<file path="src/rtl/cc_rst_seq.sv">
// Core-complex reset sequencer.
// Turns each software reset level into a core reset with a minimum hold time.
// Captures each core's boot address when that core is released.
// Releases cores one at a time, round-robin, spaced at least GAP_CYC cycles apart.
//
// Optional feature macro: CC_RST_QUIESCE_EN
//   defined   : RUN -> QUIESCE, wait for core_idle_i, then HOLD
//   undefined : RUN -> HOLD directly; core_idle_i is ignored
//
// Ports
//   PCLK              clock, rising edge
//   PRESET            synchronous active-high reset
//   cfg_rst_i         per-core software reset level (1 = hold in reset)
//   cfg_boot_i        per-core boot address, core i at [32*i +: 32]
//   core_idle_i       per-core bus idle (quiesce build only)
//   core_rst_o        per-core active-high reset
//   core_boot_addr_o  per-core boot address captured at release
//   seq_busy_o        1 while any core is not in RUN or a release gap is open
module cc_rst_seq #(
    parameter int unsigned N_CC     = 2,
    parameter int unsigned HOLD_CYC = 16,
    parameter int unsigned GAP_CYC  = 8
) (
    input  logic               PCLK,
    input  logic               PRESET,
    input  logic [N_CC-1:0]    cfg_rst_i,
    input  logic [N_CC*32-1:0] cfg_boot_i,
    input  logic [N_CC-1:0]    core_idle_i,
    output logic [N_CC-1:0]    core_rst_o,
    output logic [N_CC*32-1:0] core_boot_addr_o,
    output logic               seq_busy_o
);

    localparam int unsigned MAX_CYC = (HOLD_CYC > GAP_CYC) ? HOLD_CYC : GAP_CYC;
    localparam int unsigned CNT_W   = $clog2(MAX_CYC + 1);
    localparam int unsigned PTR_W   = (N_CC > 1) ? $clog2(N_CC) : 1;

    typedef enum logic [1:0] {
        ST_RUN     = 2'd0,
`ifdef CC_RST_QUIESCE_EN
        ST_QUIESCE = 2'd1,
`endif
        ST_HOLD    = 2'd2,
        ST_WAIT    = 2'd3
    } cc_state_e;

    logic [N_CC-1:0]    req;
    logic [N_CC-1:0]    grant;
    logic [N_CC-1:0]    rst_d;
    logic [N_CC-1:0]    not_run_d;
    logic [N_CC*32-1:0] boot_d;
    logic [CNT_W-1:0]   gap_q, gap_d;
    logic [PTR_W-1:0]   rr_q, rr_d;
    logic               busy_d;

`ifndef CC_RST_QUIESCE_EN
    logic unused_idle;
    assign unused_idle = ^core_idle_i;
`endif

    // Round-robin release arbiter and inter-release gap timer
    always_comb begin
        int unsigned sum;
        int unsigned nxt;
        logic [PTR_W-1:0] idx;
        logic             found;
        sum   = 0;
        nxt   = 0;
        idx   = '0;
        found = 1'b0;
        grant = '0;
        rr_d  = rr_q;
        gap_d = (gap_q != '0) ? gap_q - CNT_W'(1) : '0;
        if (gap_q == '0) begin
            for (int unsigned k = 0; k < N_CC; k++) begin
                sum = 32'(rr_q) + k;
                if (sum >= N_CC) begin
                    sum = sum - N_CC;
                end
                idx = PTR_W'(sum);
                if (!found && req[idx]) begin
                    found      = 1'b1;
                    grant[idx] = 1'b1;
                    gap_d      = CNT_W'(GAP_CYC);
                    nxt        = sum + 1;
                    if (nxt >= N_CC) begin
                        nxt = 0;
                    end
                    rr_d = PTR_W'(nxt);
                end
            end
        end
    end

    for (genvar g = 0; g < N_CC; g++) begin : g_core
        cc_state_e        state_q, state_d;
        logic [CNT_W-1:0] hold_q, hold_d;

        // A same-cycle reset request masks the request, so it beats any grant
        assign req[g] = (state_q == ST_WAIT) && !cfg_rst_i[g];

        // Per-core state register
        always_ff @(posedge PCLK) begin
            if (PRESET) begin
                state_q <= ST_HOLD;
                hold_q  <= CNT_W'(HOLD_CYC);
            end else begin
                state_q <= state_d;
                hold_q  <= hold_d;
            end
        end

        // Per-core next state; hold_cnt counts HOLD cycles still owed,
        // so the exit test uses the post-decrement value
        always_comb begin
            state_d = state_q;
            hold_d  = hold_q;
            case (state_q)
                ST_HOLD: begin
                    hold_d = (hold_q != '0) ? hold_q - CNT_W'(1) : '0;
                    if (!cfg_rst_i[g] && (hold_d == '0)) begin
                        state_d = ST_WAIT;
                    end
                end
                ST_WAIT: begin
                    if (cfg_rst_i[g]) begin
                        state_d = ST_HOLD;
                        hold_d  = CNT_W'(HOLD_CYC);
                    end else if (grant[g]) begin
                        state_d = ST_RUN;
                    end
                end
                ST_RUN: begin
                    if (cfg_rst_i[g]) begin
`ifdef CC_RST_QUIESCE_EN
                        state_d = ST_QUIESCE;
`else
                        state_d = ST_HOLD;
                        hold_d  = CNT_W'(HOLD_CYC);
`endif
                    end
                end
`ifdef CC_RST_QUIESCE_EN
                ST_QUIESCE: begin
                    // Once started, the episode completes even if cfg_rst_i drops
                    if (core_idle_i[g]) begin
                        state_d = ST_HOLD;
                        hold_d  = CNT_W'(HOLD_CYC);
                    end
                end
`endif
                default: begin
                    state_d = ST_HOLD;
                    hold_d  = CNT_W'(HOLD_CYC);
                end
            endcase
        end

        assign rst_d[g]     = (state_d == ST_HOLD) || (state_d == ST_WAIT);
        assign not_run_d[g] = (state_d != ST_RUN);
        assign boot_d[32*g +: 32] = grant[g] ? cfg_boot_i[32*g +: 32]
                                             : core_boot_addr_o[32*g +: 32];
    end

    assign busy_d = (|not_run_d) || (gap_d != '0);

    // Shared arbiter state and registered outputs
    always_ff @(posedge PCLK) begin
        if (PRESET) begin
            gap_q            <= '0;
            rr_q             <= '0;
            core_rst_o       <= '1;
            core_boot_addr_o <= '0;
            seq_busy_o       <= 1'b1;
        end else begin
            gap_q            <= gap_d;
            rr_q             <= rr_d;
            core_rst_o       <= rst_d;
            core_boot_addr_o <= boot_d;
            seq_busy_o       <= busy_d;
        end
    end

endmodule

</file>
<file path="config.mk">
export PLATFORM = sky130hd
export DESIGN_NAME = cc_rst_seq
export DESIGN_NICKNAME = d
export VERILOG_FILES = /design/src/rtl/cc_rst_seq.sv
export SDC_FILE = /design/constraint.sdc
export NUM_CORES = 1
export LEC_CHECK = 0
export ABC_AREA = 1
export CAP_MARGIN = 20
export CORE_MARGIN = 3
export CORE_UTILIZATION = 50
export DETAILED_ROUTE_END_ITERATION = 16
export DONT_BUFFER_PORTS = 1
export SETUP_SLACK_MARGIN = 0.5
export SLEW_MARGIN = 20
export SYNTH_ARGS = -nofsm -noshare
export SYNTH_HDL_FRONTEND = slang
export SYNTH_SLANG_ARGS = --single-unit
</file>
<file path="constraint.sdc">
create_clock -name PCLK -period 2 [get_ports PCLK]
set_input_delay 0.3 -clock PCLK [delete_from_list [all_inputs] [get_ports PCLK]]
set_output_delay 0.3 -clock PCLK [all_outputs]
set_load 0.005 [all_outputs]
</file>
# Word-level counts from Yosys, hierarchy flattened
# Index checks and enable logic that the tools add are counted.
word_totals:
  regBits: 87
  in_bits: 70
  wordCells: 108
  output_inout_bits: 67
op_classes:
  n_mux: 42
  n_bitwise: 1
  eq_ne: 10
  reduce_logical: 29
  addsub: 8
  n_lt_le_gt_ge: 8
op_table:
  columns: ["cell", "count"]
  rows:
  - ["$mux 32", 4]
  - ["$add 32x1->32 const B", 2]
  - ["$ge 32x2->1 const B", 2]
  - ["$mux 5", 8]
  - ["$mux 2", 12]
  - ["$pmux 5 s2", 2]
  - ["$reduce_bool 5->1", 4]
  - ["$eq 2x2->1 const B", 8]
  - ["$logic_not 5->1", 3]
  - ["$sub 5x1->5 const B", 3]
  - ["$mux 1", 12]
  - ["$pmux 2 s3", 2]
  - ["$logic_and 1x1->1", 7]
  - ["$reduce_bool 2->1", 3]
  - ["$reduce_or 2->1", 3]
  - ["$logic_not 2->1", 2]
  - ["$lt 1x2->1 const B", 2]
  - ["$ne 2x1->1 const B", 2]
  - ["$logic_not 1->1", 3]
  - ["$logic_or 1x1->1", 3]
  - ["$sub 1x2->3 const B", 1]
  - ["$sub 2x2->3 const B", 1]
  - ["$add 1x1->2 const B", 1]
  - ["$demux 1 s1", 2]
  - ["5 further kinds", 6]

# Logic depth before layout (Yosys ltp)
logic_depth:
  word_depth: 18
  ltp_mapped: 12
  ltp_nobuf: 12

# Worst setup path before layout
# No wires, ideal clock.
synth_path:
  path_kind: "reg2reg"
  from: "reg gap_q[0]"
  to: "reg seq_busy_o"
  required_time_ps: 1886
  n_path_buf: 0
  slack_ps: 547
  stages_incl_launch_ff: 12
  setup_ps: 114
  arrival_ps: 1339
  period_less_slack_ps: 1453
  path_cell_list: "dfxtp_1 inv_1 ha_1 nand2_2 nor2_8 nand3_4 inv_4 nor2_1 o21ai_2 nand2_1 nor2_1 nand2_1"
synth_between:
  elab_chain_len: 8
  word_cells_on_any_way: 19
  cone_classes: "1 x add/sub; 11 x mux; 7 x reduce/logical"
synth_lines:
  columns: ["item", "line_no", "rtl"]
  rows:
  - ["start, declared", "52", "logic [CNT_W-1:0] gap_q, gap_d;"]
  - ["start signal, assigned", "176", "gap_q <= gap_d;"]
  - ["branches (longest 7 deep; another with $sub 5x1->5)", null, null]
  - ["$logic_or 1x1->1 (*)", "165", "assign busy_d = (|not_run_d) || (gap_d != '0);"]
  - ["end signal, assigned", "180", "seq_busy_o <= busy_d;"]
  - ["end, declared", "31", "output logic seq_busy_o"]
# Every way passes the cells marked *.
# A chain may end at the register's enable or synchronous reset.

# Worst setup path in the final report
layout_path:
  from: "reg g_core[1].state_q[1]"
  to: "reg seq_busy_o"
layout_between:
  elab_chain_len: 16
  word_cells_on_any_way: 33
  cone_classes: "2 x eq/ne; 21 x mux; 1 x bitwise; 9 x reduce/logical"
layout_lines:
  columns: ["item", "line_no", "rtl"]
  rows:
  - ["start, declared", "96", "cc_state_e state_q, state_d;"]
  - ["start signal, assigned", "108", "state_q <= state_d;"]
  - ["$eq 2x2->1", "100, 118", null]
  - ["$logic_and 1x1->1", "100", "assign req[g] = (state_q == ST_WAIT) && !cfg_rst_i[g];"]
  - ["$mux 1 (not written as such) (2 in a row)", "81", "if (!found && req[idx]) begin"]
  - ["$mux 1", "81", null]
  - ["$mux 1", "74", "if (gap_q == '0) begin"]
  - ["$logic_not 1->1", "81", null]
  - ["$logic_and 1x1->1", "81", null]
  - ["$mux 2", "81", null]
  - ["$mux 2", "74", null]
  - ["$mux 2", "129", "end else if (grant[g]) begin"]
  - ["$mux 2", "126", "if (cfg_rst_i[g]) begin"]
  - ["$pmux 2 s3", "118", "case (state_q)"]
  - ["$reduce_bool 2->1", "160", "assign not_run_d[g] = (state_d != ST_RUN);"]
  - ["$reduce_or 2->1", "165", null]
  - ["$logic_or 1x1->1 (*)", "165", null]
# Every way passes the cells marked *; elsewhere a longest branch is shown, timed or not. The select of a mux whose other input is x is not followed.

==> results.tsv <==
stage	metric	value	unit
global_routing	global-route wire length before repair	12800	um
timing	min cycle time layout	1.52	ns
detailed_routing	via/cell ratio	5.09	
floorplan	placeable core region	0.00687	mm2
worst_hold_path	type of the tightest min-delay check	in -> reg	
global_routing	maximum number of pins on one net before global-route repair	45	
cts	clock root buffer	sky130_fd_sc_hd__clkbuf_8	
global_routing	Total Routing Usage GR	0.191	
detailed_routing	DRT iter0 DRCs	139	
placement	cell total after placement	568	
synthesis	register area share after synthesis	0.477	
detailed_routing	routed length per instance	13.6	um
cts	CTS tree	built	
cts	clock insertion delay at the later pin of the skew report	0.36	ns
floorplan	Total Die Area	0.00819	mm2
finish	post-route insts no fill	594	
power	power density over the cells	1130	mW/mm2
job	max-capacitance violation count	0	
timing	final setup skew	0.0118	ns
placement	HPWL after detailed placement	5340	um
worst_setup_path	worst reg-to-reg setup slack	0.48	ns
detailed_routing	Post-route DRC	0	
synthesis	commonest register cell after synthesis	sky130_fd_sc_hd__dfxtp_1	
detailed_routing	via count	3023	
timing	count of final setup violators	0	
worst_hold_path	Hold Crit Depth	1	
cts	cts bufs inserted	9	
outcome	outcome	completed	
synthesis	number of synthesized flops with an enable pin	0	
finish	number of nets in the finished design	576	
placement	number of input and output port buffers inserted	0	
cts	Max Buffers Root-to-Sink	2	
timing	number of max-slew violations in the final report	0	
timing	setup TNS	0	ns
detailed_routing	Post-DRT Antenna Nets	0	
floorplan	number of primary I/O pins	137	
worst_setup_path	Setup crit start	g_core[1].state_q[1]$_SDFF_PP1_	
synthesis	Yosys top cell by area	sky130_fd_sc_hd__dfxtp_1	
global_routing	vias in the first global route	2757	
detailed_routing	number of detailed-routing iterations run before antenna repair	5	
synthesis	ranking of synthesized cells by instance count	151 x sky130_fd_sc_hd__nor2_1, 85 x sky130_fd_sc_hd__dfxtp_1, 68 x sky130_fd_sc_hd__o21ai_0, 52 x sky130_fd_sc_hd__nand2_1, 38 x sky130_fd_sc_hd__inv_1	
global_routing	GRT overflow	0	
synthesis	Async SR Flop Fraction	0	
finish	layout cell share with drive strength beyond 1	0.175	
worst_setup_path	end point of the critical path	seq_busy_o$_SDFF_PP1_	
floorplan	overall die height	90.5	um
power	worst vdd rail ir drop	0.591	mV
synthesis	mean post-synth cell area	7.37	um2
worst_setup_path	type of the setup path with the least slack	reg -> reg	
worst_setup_path	arrival time of the worst setup path	1.77	ns
worst_setup_path	worst endpoint required time	2.25	ns
timing	setup repair after global routing missed its margin	true	
synthesis	ranking of synthesized cells by area	sky130_fd_sc_hd__dfxtp_1 48%, sky130_fd_sc_hd__nor2_1 16%, sky130_fd_sc_hd__o21ai_0 9.5%	
cts	number of sinks driven by the clock tree	85	
floorplan	std cell rows	30	
floorplan	starting density of the core	0.519	
worst_setup_path	reg-to-reg critical path startpoint	g_core[1].state_q[1]$_SDFF_PP1_	
worst_setup_path	Worst setup SP type	register	
timing	transition time at the pin with the least slew margin	0.389	ns
worst_setup_path	crit end category	register	
synthesis	Distinct cells, synth	27	
finish	area overhead of the layout relative to synthesis	17.9	%
synthesis	synthesized instance count	484	
synthesis	most frequent cell after synthesis	sky130_fd_sc_hd__nor2_1	
placement	routability-driven placement congestion ratio	0.809	
finish	Antenna diodes	0	
worst_setup_path	critical-path maximum fanout	4	
cts	clock-pin slew of the registers on the worst-case setup and hold paths	0.08	ns
synthesis	number of synthesized register bits	85	
detailed_routing	final routed wirelength across all metal layers	8070	um
synthesis	synthesized area	0.00357	mm2
synthesis	Net Count, Synth	566	
global_routing	antenna violations before repair	0	
worst_setup_path	depth of the worst register-to-register path	11	
timing	Slew HR	0.741	
cts	H-tree Lvls	3	
worst_setup_path	reg-to-reg endpoint	seq_busy_o$_SDFF_PP1_	
timing	f_max	656	MHz
timing	fin crit share	0.762	
timing	number of hold-slack violations in the final timing report	0	
synthesis	post-synth top area share	0.477	
synthesis	Yosys warnings	0	
floorplan	x dimension of the die	90.5	um
power	leakage power figure	1.70	nW
## flip-flops by register name, indices dropped and copies added (netlist names)
register          cells
core_boot_addr_o     64
core_rst_o            1
g_core.hold_q        10
g_core.state_q        3
gap_q                 5
rr_q                  1
seq_busy_o            1
## metrics by stage
step / instance area [um2] / util / setup slack [ns] / hold WS (ns) / power [mW]
after CTS: 3930 / 0.572 / 0.501 / -0.0147 / 4.59
after detailed placement: 3640 / 0.529 / 0.244 / 0.373 / 3.31
final: 4210 / 0.613 / 0.476 / 0.00447 / 4.74
after global routing: 4210 / 0.613 / 0.380 / -0.0136 / 5.11
after global placement: 3640 / 0.529 / 0.282 / 0.372 / 3.28
after floorplan: 3570 / - / 0.547 / 0.401 / 3.09
## how the worst min path moves through the flow
stage                                        to  slack [ns]                start
6_report       g_core[1].hold_q[2]$_SDFFE_PP0P_       0.004               PRESET
5_1_grt        g_core[1].hold_q[0]$_SDFFE_PP0P_       -0.01               PRESET
4_1_cts        g_core[1].hold_q[2]$_SDFFE_PP0P_       -0.01               PRESET
3_5_place_dp   g_core[1].hold_q[3]$_SDFFE_PP0P_        0.37               PRESET
3_3_place_gp   g_core[1].hold_q[1]$_SDFFE_PP0P_        0.37               PRESET
2_1_floorplan               gap_q[0]$_SDFF_PP0_        0.40  gap_q[0]$_SDFF_PP0_
## layer usage
metal	GRT usage	wire length, um
met5	0	0
met4	0.0753	129
met3	0.0967	848
met2	0.308	3920
met1	0.215	3170
## report_power, final
group	internal [mW]	total [mW]	switching, mW
Combinational	0.633	1.52	0.888
Clock	0.575	1.18	0.609
Sequential	1.88	2.03	0.152
Total	3.09	4.74	1.65
## placed cells by master, fill, tap and decap left out, types with 3 or more instances in the layout
master / Yosys / final
sky130_fd_sc_hd__ha_1: 12 / 6
sky130_fd_sc_hd__nand3_2: 2 / 3
sky130_fd_sc_hd__clkbuf_16: 0 / 3
sky130_fd_sc_hd__nand2_1: 52 / 50
sky130_fd_sc_hd__nor2_2: 1 / 10
sky130_fd_sc_hd__nor2_4: 0 / 5
sky130_fd_sc_hd__dfxtp_2: 0 / 4
sky130_fd_sc_hd__nor3_1: 4 / 4
sky130_fd_sc_hd__ha_4: 0 / 4
sky130_fd_sc_hd__o21ai_0: 68 / 44
sky130_fd_sc_hd__buf_4: 5 / 10
sky130_fd_sc_hd__o21ai_2: 1 / 3
sky130_fd_sc_hd__dfxtp_1: 85 / 80
sky130_fd_sc_hd__o21ai_1: 0 / 22
sky130_fd_sc_hd__a21oi_1: 10 / 10
sky130_fd_sc_hd__nand3_1: 20 / 18
sky130_fd_sc_hd__nor2_1: 151 / 137
sky130_fd_sc_hd__nand4_1: 6 / 6
sky130_fd_sc_hd__inv_2: 2 / 6
sky130_fd_sc_hd__inv_1: 38 / 31
sky130_fd_sc_hd__inv_4: 1 / 3
sky130_fd_sc_hd__buf_6: 3 / 5
sky130_fd_sc_hd__clkbuf_8: 0 / 9
## critical path: stages, from the launching register on
cell                       delay [ns]
sky130_fd_sc_hd__dfxtp_2         0.34
sky130_fd_sc_hd__buf_6           0.11
sky130_fd_sc_hd__inv_1           0.05
sky130_fd_sc_hd__ha_2            0.18
sky130_fd_sc_hd__inv_2           0.06
sky130_fd_sc_hd__nand2_2         0.06
sky130_fd_sc_hd__a211oi_2        0.23
sky130_fd_sc_hd__nand2_1         0.10
sky130_fd_sc_hd__inv_2           0.06
sky130_fd_sc_hd__nand3_1         0.06
sky130_fd_sc_hd__nor2_1          0.11
sky130_fd_sc_hd__nand2_1         0.05
## final cells by class
| type | instances | area, um2 |
|---|---|---|
| Fill cell | 652 | 2660 |
| Multi-Input combinational cell | 335 | 1740 |
| Sequential cell | 85 | 1710 |
| Timing Repair Buffer | 22 | 277 |
| Inverter | 41 | 169 |
| Clock buffer | 10 | 128 |
| Tap cell | 96 | 120 |
| Clock inverter | 5 | 62.6 |
## logic make-up after synthesis
logic type	Yosys count	share of synthesized area
AO/OA/AOI/OAI	84	0.122
adder cells (fa/ha/maj)	12	0.0421
AND/OR/NAND/NOR	239	0.277
buffers and inverters	64	0.0817
flip-flops	85	0.477
## repair_timing
item | 4_1_cts | 5_1_grt
buffers inserted | 5 | 2
pin swaps | 3 | 17
resized for setup | 19 | 77
gates cloned | 0 | 4
endpoints found under the hold margin | 14 | 15
setup endpoints to repair | 71 | 77
(Power assumes the default switching activity.)
